**config.mk**
```make
export PLATFORM = sky130hd
export DESIGN_NAME = pipeline_ctrl_flat
export DESIGN_NICKNAME = d
export VERILOG_FILES = /design/src/rtl/cpu_types_pkg.sv /design/src/rtl/pipeline_ctrl_if.sv /design/src/rtl/pipeline_ctrl_load_use_detect.sv /design/src/rtl/pipeline_ctrl.sv /design/src/flat_wrapper.sv
export SDC_FILE = /design/constraint.sdc
export NUM_CORES = 1
export LEC_CHECK = 0
export BUFFER_PORTS_ARGS = -buffer_cell sky130_fd_sc_hd__buf_4
export CAP_MARGIN = 20
export CELL_PAD_IN_SITES_DETAIL_PLACEMENT = 0
export CELL_PAD_IN_SITES_GLOBAL_PLACEMENT = 1
export CORE_AREA = 2 2 52 42
export CTS_BUF_LIST = sky130_fd_sc_hd__clkbuf_16
export CTS_CLUSTER_DIAMETER = 40
export CTS_CLUSTER_SIZE = 30
export DETAILED_ROUTE_END_ITERATION = 12
export DIE_AREA = 0 0 54 44
export PLACE_DENSITY = 0.73
export SYNTH_ARGS = -nofsm -noshare
export SYNTH_HDL_FRONTEND = slang
export SYNTH_SLANG_ARGS = --single-unit
```
**constraint.sdc**
```tcl
create_clock -name CLK -period 1 [get_ports CLK]
set_input_delay 0.05 -clock CLK [delete_from_list [all_inputs] [get_ports CLK]]
set_output_delay 0.05 -clock CLK [all_outputs]
set_load 0.05 [all_outputs]
```
**src/rtl/cpu_types_pkg.sv**
```systemverilog
// Shared CPU types: register-number field type and pipeline controller state.
// Latency: n/a (types only).
// Backpressure: n/a (types only).
package cpu_types_pkg;

    localparam int REG_W = 5;

    typedef logic [REG_W-1:0] regbits_t;

    typedef enum logic [1:0] {
        RUN     = 2'd0,
        MEMWAIT = 2'd1,
        HALTED  = 2'd2
    } pipe_ctrl_state_t;

endpackage

```
**src/rtl/pipeline_ctrl_if.sv**
```systemverilog
// Bundle between the pipeline controller and the datapath it sequences.
// Latency: n/a (wiring only).
// Backpressure: n/a (wiring only).
//   master : controller side (hazard/hit inputs in, latch controls out)
//   slave  : datapath side (hazard/hit sources out, latch controls in)
interface pipeline_ctrl_if;
    import cpu_types_pkg::*;

    // hit lines and hazard sources
    logic     ihit;
    logic     dhit;
    logic     mem_req;
    logic     idex_MemRead;
    regbits_t idex_rt;
    regbits_t ifid_rs;
    regbits_t ifid_rt;
    logic     mispredict;
    logic     wb_halt;

    // latch controls
    logic     pc_en;
    logic     ifid_en;
    logic     idex_en;
    logic     exmem_en;
    logic     memwb_en;
    logic     ifid_flush;
    logic     idex_flush;
    logic     exmem_flush;
    logic     idex_stall;
    logic     halt;

    modport master (
        input  ihit, dhit, mem_req, idex_MemRead, idex_rt, ifid_rs, ifid_rt,
               mispredict, wb_halt,
        output pc_en, ifid_en, idex_en, exmem_en, memwb_en,
               ifid_flush, idex_flush, exmem_flush, idex_stall, halt
    );

    modport slave (
        output ihit, dhit, mem_req, idex_MemRead, idex_rt, ifid_rs, ifid_rt,
               mispredict, wb_halt,
        input  pc_en, ifid_en, idex_en, exmem_en, memwb_en,
               ifid_flush, idex_flush, exmem_flush, idex_stall, halt
    );

endinterface

```
**src/rtl/pipeline_ctrl_load_use_detect.sv**
```systemverilog
// Load-use hazard detect: ID/EX load whose destination feeds the IF/ID instruction.
// Latency: combinational, 0 cycles.
// Backpressure: none; the caller decides whether a hazard actually stalls.
//   idex_MemRead/idex_rt : load in ID/EX and its destination
//   ifid_rs/ifid_rt      : sources of the instruction in IF/ID
//   lu                   : hazard present
module load_use_detect
    import cpu_types_pkg::*;
(
    input  logic     idex_MemRead,
    input  regbits_t idex_rt,
    input  regbits_t ifid_rs,
    input  regbits_t ifid_rt,
    output logic     lu
);

    // $zero is never a real dependency
    assign lu = idex_MemRead && (idex_rt != '0) &&
                ((idex_rt == ifid_rs) || (idex_rt == ifid_rt));

endmodule

```
**src/rtl/pipeline_ctrl.sv**
```systemverilog
// Pipeline sequencer: PC/latch enables, flushes, ID/EX bubble and sticky halt.
// Latency: Mealy outputs, decisions take effect on the next CLK edge (0 added cycles).
// Backpressure: freezes the whole pipe while a data access is outstanding (MEMWAIT).
//   CLK/nRST : clock, async active-low reset
//   ctrl     : pipeline_ctrl_if master (hit/hazard inputs, latch controls)
//   stall_count/flush_count : present only when PIPE_CTRL_STATS_EN is defined
module pipeline_ctrl
    import cpu_types_pkg::*;
(
    input  logic                 CLK,
    input  logic                 nRST,
    pipeline_ctrl_if.master      ctrl
`ifdef PIPE_CTRL_STATS_EN
    ,
    output logic [31:0]          stall_count,
    output logic [31:0]          flush_count
`endif
);

    pipe_ctrl_state_t state, state_next;

    logic lu;
    logic advance;
    logic data_done;

    logic pc_en, ifid_en, idex_en, exmem_en, memwb_en;
    logic ifid_flush, idex_flush, exmem_flush, idex_stall, halt;

    load_use_detect u_lu (
        .idex_MemRead (ctrl.idex_MemRead),
        .idex_rt      (ctrl.idex_rt),
        .ifid_rs      (ctrl.ifid_rs),
        .ifid_rt      (ctrl.ifid_rt),
        .lu           (lu)
    );

    // fetch only counts when the data side is not using memory
    assign advance = ctrl.ihit && !ctrl.mem_req;

    always_ff @(posedge CLK or negedge nRST) begin
        if (!nRST) begin
            state <= RUN;
        end else begin
            state <= state_next;
        end
    end

    always_comb begin
        state_next  = state;
        data_done   = 1'b0;
        pc_en       = 1'b0;
        ifid_en     = 1'b0;
        idex_en     = 1'b0;
        exmem_en    = 1'b0;
        memwb_en    = 1'b0;
        ifid_flush  = 1'b0;
        idex_flush  = 1'b0;
        exmem_flush = 1'b0;
        idex_stall  = 1'b0;
        halt        = 1'b0;

        case (state)
            RUN: begin
                if (ctrl.wb_halt) begin
                    state_next = HALTED;
                end else if (ctrl.mem_req && !ctrl.dhit) begin
                    state_next = MEMWAIT;
                end else if (ctrl.mem_req) begin
                    data_done = 1'b1;
                end else if (advance && ctrl.mispredict) begin
                    // wrong-path instructions in IF/ID, ID/EX, EX/MEM are squashed;
                    // any load-use against them is moot
                    pc_en       = 1'b1;
                    ifid_en     = 1'b1;
                    idex_en     = 1'b1;
                    exmem_en    = 1'b1;
                    memwb_en    = 1'b1;
                    ifid_flush  = 1'b1;
                    idex_flush  = 1'b1;
                    exmem_flush = 1'b1;
                end else if (advance && lu) begin
                    idex_en    = 1'b1;
                    idex_stall = 1'b1;
                    exmem_en   = 1'b1;
                    memwb_en   = 1'b1;
                end else if (advance) begin
                    pc_en    = 1'b1;
                    ifid_en  = 1'b1;
                    idex_en  = 1'b1;
                    exmem_en = 1'b1;
                    memwb_en = 1'b1;
                end
            end
            MEMWAIT: begin
                // MEM/WB is frozen here, so wb_halt cannot appear
                if (ctrl.dhit) begin
                    data_done  = 1'b1;
                    state_next = RUN;
                end
            end
            HALTED: begin
                halt = 1'b1;
            end
            default: begin
                state_next = RUN;
            end
        endcase

        // Data completion: back half drains, front half holds and a bubble
        // enters ID/EX. A branch resolved in EX/MEM redirects the PC now.
        if (data_done) begin
            idex_en    = 1'b1;
            idex_stall = 1'b1;
            exmem_en   = 1'b1;
            memwb_en   = 1'b1;
            if (ctrl.mispredict) begin
                pc_en       = 1'b1;
                ifid_flush  = 1'b1;
                idex_flush  = 1'b1;
                exmem_flush = 1'b1;
            end
        end
    end

    assign ctrl.pc_en       = pc_en;
    assign ctrl.ifid_en     = ifid_en;
    assign ctrl.idex_en     = idex_en;
    assign ctrl.exmem_en    = exmem_en;
    assign ctrl.memwb_en    = memwb_en;
    assign ctrl.ifid_flush  = ifid_flush;
    assign ctrl.idex_flush  = idex_flush;
    assign ctrl.exmem_flush = exmem_flush;
    assign ctrl.idex_stall  = idex_stall;
    assign ctrl.halt        = halt;

`ifdef PIPE_CTRL_STATS_EN
    // both counters freeze once halted
    always_ff @(posedge CLK or negedge nRST) begin
        if (!nRST) begin
            stall_count <= '0;
            flush_count <= '0;
        end else if (state != HALTED) begin
            if (!pc_en) begin
                stall_count <= stall_count + 32'd1;
            end
            if (ifid_flush) begin
                flush_count <= flush_count + 32'd1;
            end
        end
    end
`endif

endmodule

```
**src/flat_wrapper.sv**
```systemverilog
// flat-port wrapper written by rule: the top's interface ports become plain ports
module pipeline_ctrl_flat import cpu_types_pkg::*;
  (CLK, nRST, ctrl_ihit, ctrl_dhit, ctrl_mem_req, ctrl_idex_MemRead, ctrl_idex_rt, ctrl_ifid_rs, ctrl_ifid_rt, ctrl_mispredict, ctrl_wb_halt, ctrl_pc_en, ctrl_ifid_en, ctrl_idex_en, ctrl_exmem_en, ctrl_memwb_en, ctrl_ifid_flush, ctrl_idex_flush, ctrl_exmem_flush, ctrl_idex_stall, ctrl_halt);
  pipeline_ctrl_if ctrl_i ();
  input  logic CLK;
  input  logic nRST;
  input wire logic [$bits(ctrl_i.ihit)-1:0] ctrl_ihit;
  input wire logic [$bits(ctrl_i.dhit)-1:0] ctrl_dhit;
  input wire logic [$bits(ctrl_i.mem_req)-1:0] ctrl_mem_req;
  input wire logic [$bits(ctrl_i.idex_MemRead)-1:0] ctrl_idex_MemRead;
  input wire logic [$bits(ctrl_i.idex_rt)-1:0] ctrl_idex_rt;
  input wire logic [$bits(ctrl_i.ifid_rs)-1:0] ctrl_ifid_rs;
  input wire logic [$bits(ctrl_i.ifid_rt)-1:0] ctrl_ifid_rt;
  input wire logic [$bits(ctrl_i.mispredict)-1:0] ctrl_mispredict;
  input wire logic [$bits(ctrl_i.wb_halt)-1:0] ctrl_wb_halt;
  output wire logic [$bits(ctrl_i.pc_en)-1:0] ctrl_pc_en;
  output wire logic [$bits(ctrl_i.ifid_en)-1:0] ctrl_ifid_en;
  output wire logic [$bits(ctrl_i.idex_en)-1:0] ctrl_idex_en;
  output wire logic [$bits(ctrl_i.exmem_en)-1:0] ctrl_exmem_en;
  output wire logic [$bits(ctrl_i.memwb_en)-1:0] ctrl_memwb_en;
  output wire logic [$bits(ctrl_i.ifid_flush)-1:0] ctrl_ifid_flush;
  output wire logic [$bits(ctrl_i.idex_flush)-1:0] ctrl_idex_flush;
  output wire logic [$bits(ctrl_i.exmem_flush)-1:0] ctrl_exmem_flush;
  output wire logic [$bits(ctrl_i.idex_stall)-1:0] ctrl_idex_stall;
  output wire logic [$bits(ctrl_i.halt)-1:0] ctrl_halt;
  assign ctrl_i.ihit = ctrl_ihit;
  assign ctrl_i.dhit = ctrl_dhit;
  assign ctrl_i.mem_req = ctrl_mem_req;
  assign ctrl_i.idex_MemRead = ctrl_idex_MemRead;
  assign ctrl_i.idex_rt = ctrl_idex_rt;
  assign ctrl_i.ifid_rs = ctrl_ifid_rs;
  assign ctrl_i.ifid_rt = ctrl_ifid_rt;
  assign ctrl_i.mispredict = ctrl_mispredict;
  assign ctrl_i.wb_halt = ctrl_wb_halt;
  assign ctrl_pc_en = ctrl_i.pc_en;
  assign ctrl_ifid_en = ctrl_i.ifid_en;
  assign ctrl_idex_en = ctrl_i.idex_en;
  assign ctrl_exmem_en = ctrl_i.exmem_en;
  assign ctrl_memwb_en = ctrl_i.memwb_en;
  assign ctrl_ifid_flush = ctrl_i.ifid_flush;
  assign ctrl_idex_flush = ctrl_i.idex_flush;
  assign ctrl_exmem_flush = ctrl_i.exmem_flush;
  assign ctrl_idex_stall = ctrl_i.idex_stall;
  assign ctrl_halt = ctrl_i.halt;
  pipeline_ctrl u_core (.CLK(CLK), .nRST(nRST), .ctrl(ctrl_i));
endmodule
```
==> results of run 1 <==
per-layer routing:
metal  up-vias  wire [um]  track usage [%]
met1       200        486            14.29
li1        220          -                -
met5         -          0                0
met2         8        711            18.54
met4         0         15            4.500
met3         2         23            3.103
what timing repair did:
item	in CTS	in global routing
endpoints found under the setup margin	10	10
hold endpoints to repair	2	0
pin swaps	6	5
resized for setup	17	5
hold buffers	1	0
setup buffers	1	0
worst max-delay path, stage by stage (launching register included):
cell and delay, ns:
dfrtp_1 0.40, nor2_2 0.15, nand3_2 0.12, nor4b_4 0.28
a21bo_2 0.18, buf_8 0.14
cells by family after synthesis:
kind of cell,count (synthesis)
flip-flops,2
buffers and inverters,6
AO/OA/AOI/OAI,8
AND/OR/NAND/NOR,16
XOR/XNOR,10
how the worst max path moves through the flow:
stage / end / slack [ns] / depth (start not counted)
finish: ctrl_idex_stall / -0.54 / 5
global route: ctrl_idex_stall / -0.61 / 5
floorplan: ctrl_idex_en / -0.37 / 3
CTS: ctrl_idex_stall / -0.52 / 5
global placement: ctrl_idex_stall / -0.30 / 6
detailed placement: ctrl_idex_stall / -0.41 / 5
layout by cell type, fill, tap and decap left out, types with 3 or more instances in the layout:
cell / synthesis / final
buf_4: 4 / 30
xnor2_1: 10 / 10
buf_6: 0 / 7
buf_8: 0 / 4
clkbuf_16: 0 / 3
cell type report:
type	count	area share [%]
flip-flops and latches	2	6.015
clock buffers	3	9.023
multi-input cells	34	35.49
inverters	2	0.9023
well taps	24	3.609
repair buffers	42	44.96
power by group:
part	total, mW	internal, mW	leakage, nW	switching [mW]
registers	0.0816	0.0816	0.0227	0.000000000653
clock network	0.591	0.508	0.0370	0.0832
logic	0.174	0.109	0.314	0.0655
total	0.847	0.698	0.374	0.149
synthesized netlist by cell type (2+ instances only):
master and n:
a21oi_1 3, buf_4 4, dfrtp_1 2, inv_1 2, nand2_1 3, nand3_1 2
nor2_1 5, xnor2_1 10
metrics by stage:
step	TNS, ns	utilization (%)
2_1_floorplan	-2.663	-
3_3_place_gp	-1.821	34.39
3_5_place_dp	-2.048	34.39
4_1_cts	-4.319	42.79
5_1_grt	-5.246	43.98
6_report	-4.512	43.98
==> out/metrics.yaml, run 1 <==
ys_warn_count: 0
grt_pass1_vias: 419
drc: 0
crit_type: "register to primary output"
leakage_nw: 0.3737
die_area_mm2: 0.002376
dpl.hpwl_um: 898.2
synth_edf_count: 0
wl_per_cell_um: 11.55
syn-cell-area_um2: 321.6
dpl_worst_slack_ns: -0.4071
synth_area_per_cell_um2: 7.656
cts_buffer_depth: 2
yosysTopAreaCell: "xnor2_1"
rsz0062_at_grt: "true"
maxCapViolations: 0
synthSimpleGateAreaFrac_pct: 29.57
yosysSeqAreaShare_pct: 15.56
worstSetupStartpoint: "u_core.state[0]"
port_buffers: 32
start_util_pct: 17.00
r2r-start: "u_core.state[0]"
viasPerCell: 4.019
power.total_mw: 0.8469
mappedNetlistNets: 65
num_vias: 430
p_per_area_mw_per_mm2: 1018
clk_latency_ns: 0.22
cts.clk_slew.worst_paths_ns: 0.03
dr.pass1.iters: 2
diodes: 0
reg2reg_depth: 3
grt_pass1_wl_um: 1904
drive_gt1_share_pct: 67.47
async_flop_share_pct: 100.0
period_minus_slack_ns: 1.538
cts.sinks: 2
failed_checks: "setup timing"
dpl_cell_area_um2: 650.6
instances_no_fill: 107
n_fill_cell: 183
min_from: "ctrl_dhit"
drt_iter0_markers: 6
slew_headroom_pct: 66.29
min_to: "u_core.state[0]"
hold_class: "primary input to register"
synth.mux.area_fraction_pct: 0
yosys.area.top_type_share_pct: 27.24
hold_depth: 2
reg_top3: "u_core.state: 2 flops"
yosys_most_used_dff: "dfrtp_1"
num_rows: 14
layout_setup_ws_ns: -0.5376
cp.required_ns: 0.95
synth_top_family_by_area: "simple AND/OR/NAND/NOR gates"
grt.total_usage_pct: 11.44
core_area_mm2: 0.001892
htreeDepth: 1
synth_seq_cells: 2
nNetsFinal: 108
synth.distinct_cells: 19
routed_wl_um: 1236
outcome: "finished with violations"
setup_viol: 10
antenna_left: 0
syn_inst: 42
crit_fanout: 2
synth-compound-area-share_pct: 15.95
worstSetupEndpointType: "primary output"
final_max_slew_viol_count: 0
die_w_um: 54
finalInstanceArea_um2: 832.0
die_h_um: 44
finalHoldViolCount: 0
yosys.area_share.xor_xnor_pct: 27.24
holdWs_ns: 0.004676
antenna_found_initial: 0
synthAdderAreaFrac_pct: 0
period_share_pct: 153.8
top_register: "u_core.state"
fmax_ghz: 0.6504
peakVddDrop_mv: 1.001
clock_skew_ns: 0.0008265
worst_pin_slew_ns: 0.5046
dpl.cell_count: 102
area_growth_pct: 158.8
io_pins: 33
critical_path_arrival_ns: 1.49
worstReg2RegEnd: "u_core.state[0]"
largest_reg_flops: 2
synthTopCellsByArea: "xnor2_1, dfrtp_1, buf_4"
numCtsBuffers: 3
root_buffer: "clkbuf_16"
critPathLaunchType: "register"
multi_input_area_um2: 295.3
globalplace.congestion: 0.7659
cts_tree: "built"
grt_max_degree: 5
regArea_um2: 50.05
grt-ovfl-total: 0
r2r_slack_ns: 0.13
Power figures use the tool's default switching activity.
==> run 2, diff against run 1 <==
CORE_AREA = 2 2 45 47   (was 2 2 52 42)
DIE_AREA = 0 0 47 49   (was 0 0 54 44)
PLACE_DENSITY = 0.74   (was 0.73)
SYNTH_HIERARCHICAL = 1   (was default)
==> out/metrics.yaml, run 2 <==
outcome: "finished with violations"
failed_checks: "setup timing"
hold_depth: 3
htreeDepth: 1
critical_path_arrival_ns: 1.64
grt_pass1_wl_um: 1904
syn-cell-area_um2: 324.1
synthTopCellsByArea: "xor2_1, dfrtp_1, xnor2_1"
yosys.area.top_type_share_pct: 16.22
antenna_found_initial: 0
dpl_worst_slack_ns: -0.5521
crit_type: "register to primary output"
top_register: "u_core/state"
final_max_slew_viol_count: 0
numCtsBuffers: 3
post-synth-top-count-cell: "xor2_1"
peakVddDrop_mv: 0.4805
rsz0062_at_grt: "true"
synth_area_per_cell_um2: 7.904
synth_seq_cells: 2
worstPathCellList: "or3b_4 -> a221oi_4 -> and2_4 -> buf_6"
r2r-start: "u_core/state[0]"
final_common_cell: "buf_4"
yosys_most_used_dff: "dfrtp_1"
power.total_mw: 0.8467
reg_top3: "u_core/state: 2 flops"
leakage_nw: 0.3727
die_h_um: 49
wl_per_cell_um: 10.52
worst_pin_slew_ns: 0.3240
worstSetupEndpointType: "primary output"
maxCapViolations: 0
cp.required_ns: 0.95
syn_inst: 41
r2r_slack_ns: 0.10
holdWs_ns: 0.1049
mappedNetlistNets: 64
synth.distinct_cells: 22
routed_wl_um: 1178
worstReg2RegEnd: "u_core/state[0]"
min_to: "u_core/state[0]"
diodes: 0
core_area_mm2: 0.001842
globalplace.congestion: 0.8383
fmax_ghz: 0.5912
yosysTopAreaCell: "xor2_1"
cts_buffer_depth: 2
cpLargestDelayFamily: "simple AND/OR/NAND/NOR gates"
drc: 0
antenna_left: 0
period_share_pct: 169.1
io_pins: 33
dpl.hpwl_um: 952.5
layout_setup_ws_ns: -0.6914
nNetsFinal: 110
drive_gt1_share_pct: 65.88
reg2reg_depth: 4
num_vias: 449
cts.sinks: 2
root_buffer: "clkbuf_16"
final_cell_mix: "buf_4, buf_6, xor2_1, xnor2_1, clkbuf_16"
synth_edf_count: 0
async_flop_share_pct: 100.0
hold_class: "primary input to register"
ys_warn_count: 6
grt_max_degree: 7
cpMaxStageDelayCell: "or3b_4"
setup_viol: 10
finalHoldViolCount: 0
die_w_um: 47
viasPerCell: 4.009
die_area_mm2: 0.002303
crit_fanout: 3
largest_reg_flops: 2
drt_iter0_markers: 2
min_from: "ctrl_dhit"
dr.pass1.iters: 3
path_buf_inv: 1
cts_tree: "built"
clock_skew_ns: 0.001308
clk_latency_ns: 0.22
grt_pass1_vias: 455
grt.total_usage_pct: 11.32
slew_headroom_pct: 78.17
period_minus_slack_ns: 1.691
cts.clk_slew.worst_paths_ns: 0.03
critPathMaxStageDelay_ns: 0.40
critPathLaunchType: "register"
p_per_area_mw_per_mm2: 1021
port_buffers: 32
grt-ovfl-total: 0
start_util_pct: 17.60
area_growth_pct: 156.0
num_rows: 16
yosysSeqAreaShare_pct: 15.44
ys_top_cells_by_count: "xor2_1, buf_4, xnor2_1"
## run 2: cell types whose count changed after synthesis, sizes merged, moves of 2 or more
cell / delta
xnor2: -6
xor2: +6
nor2: -4
nor3: +3
nand2: -2
nor4: +2
## run 2: worst max-delay path by stage
stage,from,end,slack (ns),depth (start not counted)
finish,u_core/state[0],ctrl_exmem_flush,-0.69,4
floorplan,u_core/state[0],ctrl_idex_flush,-1.06,4
CTS,u_core/state[0],ctrl_exmem_flush,-0.70,4
global placement,ctrl_idex_rt[1],ctrl_idex_stall,-0.52,7
global route,u_core/state[0],ctrl_idex_flush,-0.77,4
detailed placement,ctrl_idex_rt[1],ctrl_idex_stall,-0.55,7
## run 2: timing repair
action	CTS	global route
setup buffers	2	2
setup endpoints to repair	10	10
pin swaps	2	1
hold buffers	1	0
cloned	0	0
resized for setup	12	5
endpoints found under the hold margin	2	0
## run 2: cell families after synthesis
group | after synthesis | synth area share, %
flops | 2 | 15.44
xor+xnor | 10 | 27.03
compound gates | 7 | 15.83
simple gates | 17 | 31.27
buf+inv | 5 | 10.42
## run 2: worst reg2reg max path, cell delays in order (launching register included)
cell and delay (ns):
dfrtp_1 0.33, buf_4 0.13, inv_1 0.04, a21oi_1 0.15, nor2b_1 0.18
## run 2: routing by layer
metal / up-vias / share of wire, % / wire [um] / global-route usage, %
li1: 230 / - / - / -
met1: 202 / 35 / 416 / 13.03
met2: 15 / 58 / 682 / 18.26
met3: 2 / 4.9 / 58 / 3.333
met4: 0 / 1.6 / 19 / 5.556
met5: - / 0 / 0 / 0
## run 2: power by group
| part | total [mW] | leakage (nW) | switching (mW) | internal (mW) |
|---|---|---|---|---|
| registers | 0.0816 | 0.0224 | 0.00000000424 | 0.0816 |
| clock network | 0.597 | 0.0370 | 0.0888 | 0.509 |
| logic | 0.168 | 0.313 | 0.0624 | 0.105 |
| total | 0.847 | 0.373 | 0.151 | 0.695 |
## run 2: layout make-up
| class | instances | area [um2] |
|---|---|---|
| flip-flops and latches | 2 | 51.30 |
| well taps | 27 | 33.78 |
| repair buffers | 45 | 381.6 |
| clock buffers | 3 | 75.07 |
| multi-input cells | 34 | 284.0 |
| inverters | 1 | 3.754 |
| fillers | 187 | 1012 |
## run 2: through the flow
stage          utilization, %  setup TNS [ns]  instance area [um2]  std cells
3_3_place_gp            36.07          -4.264                664.4        106
2_1_floorplan               -          -7.170                360.3         41
6_report                45.04          -6.210                829.5        112
3_5_place_dp            36.07          -4.451                664.4        106
5_1_grt                 45.04          -6.911                829.5        112
4_1_cts                 43.48          -6.296                800.8        111
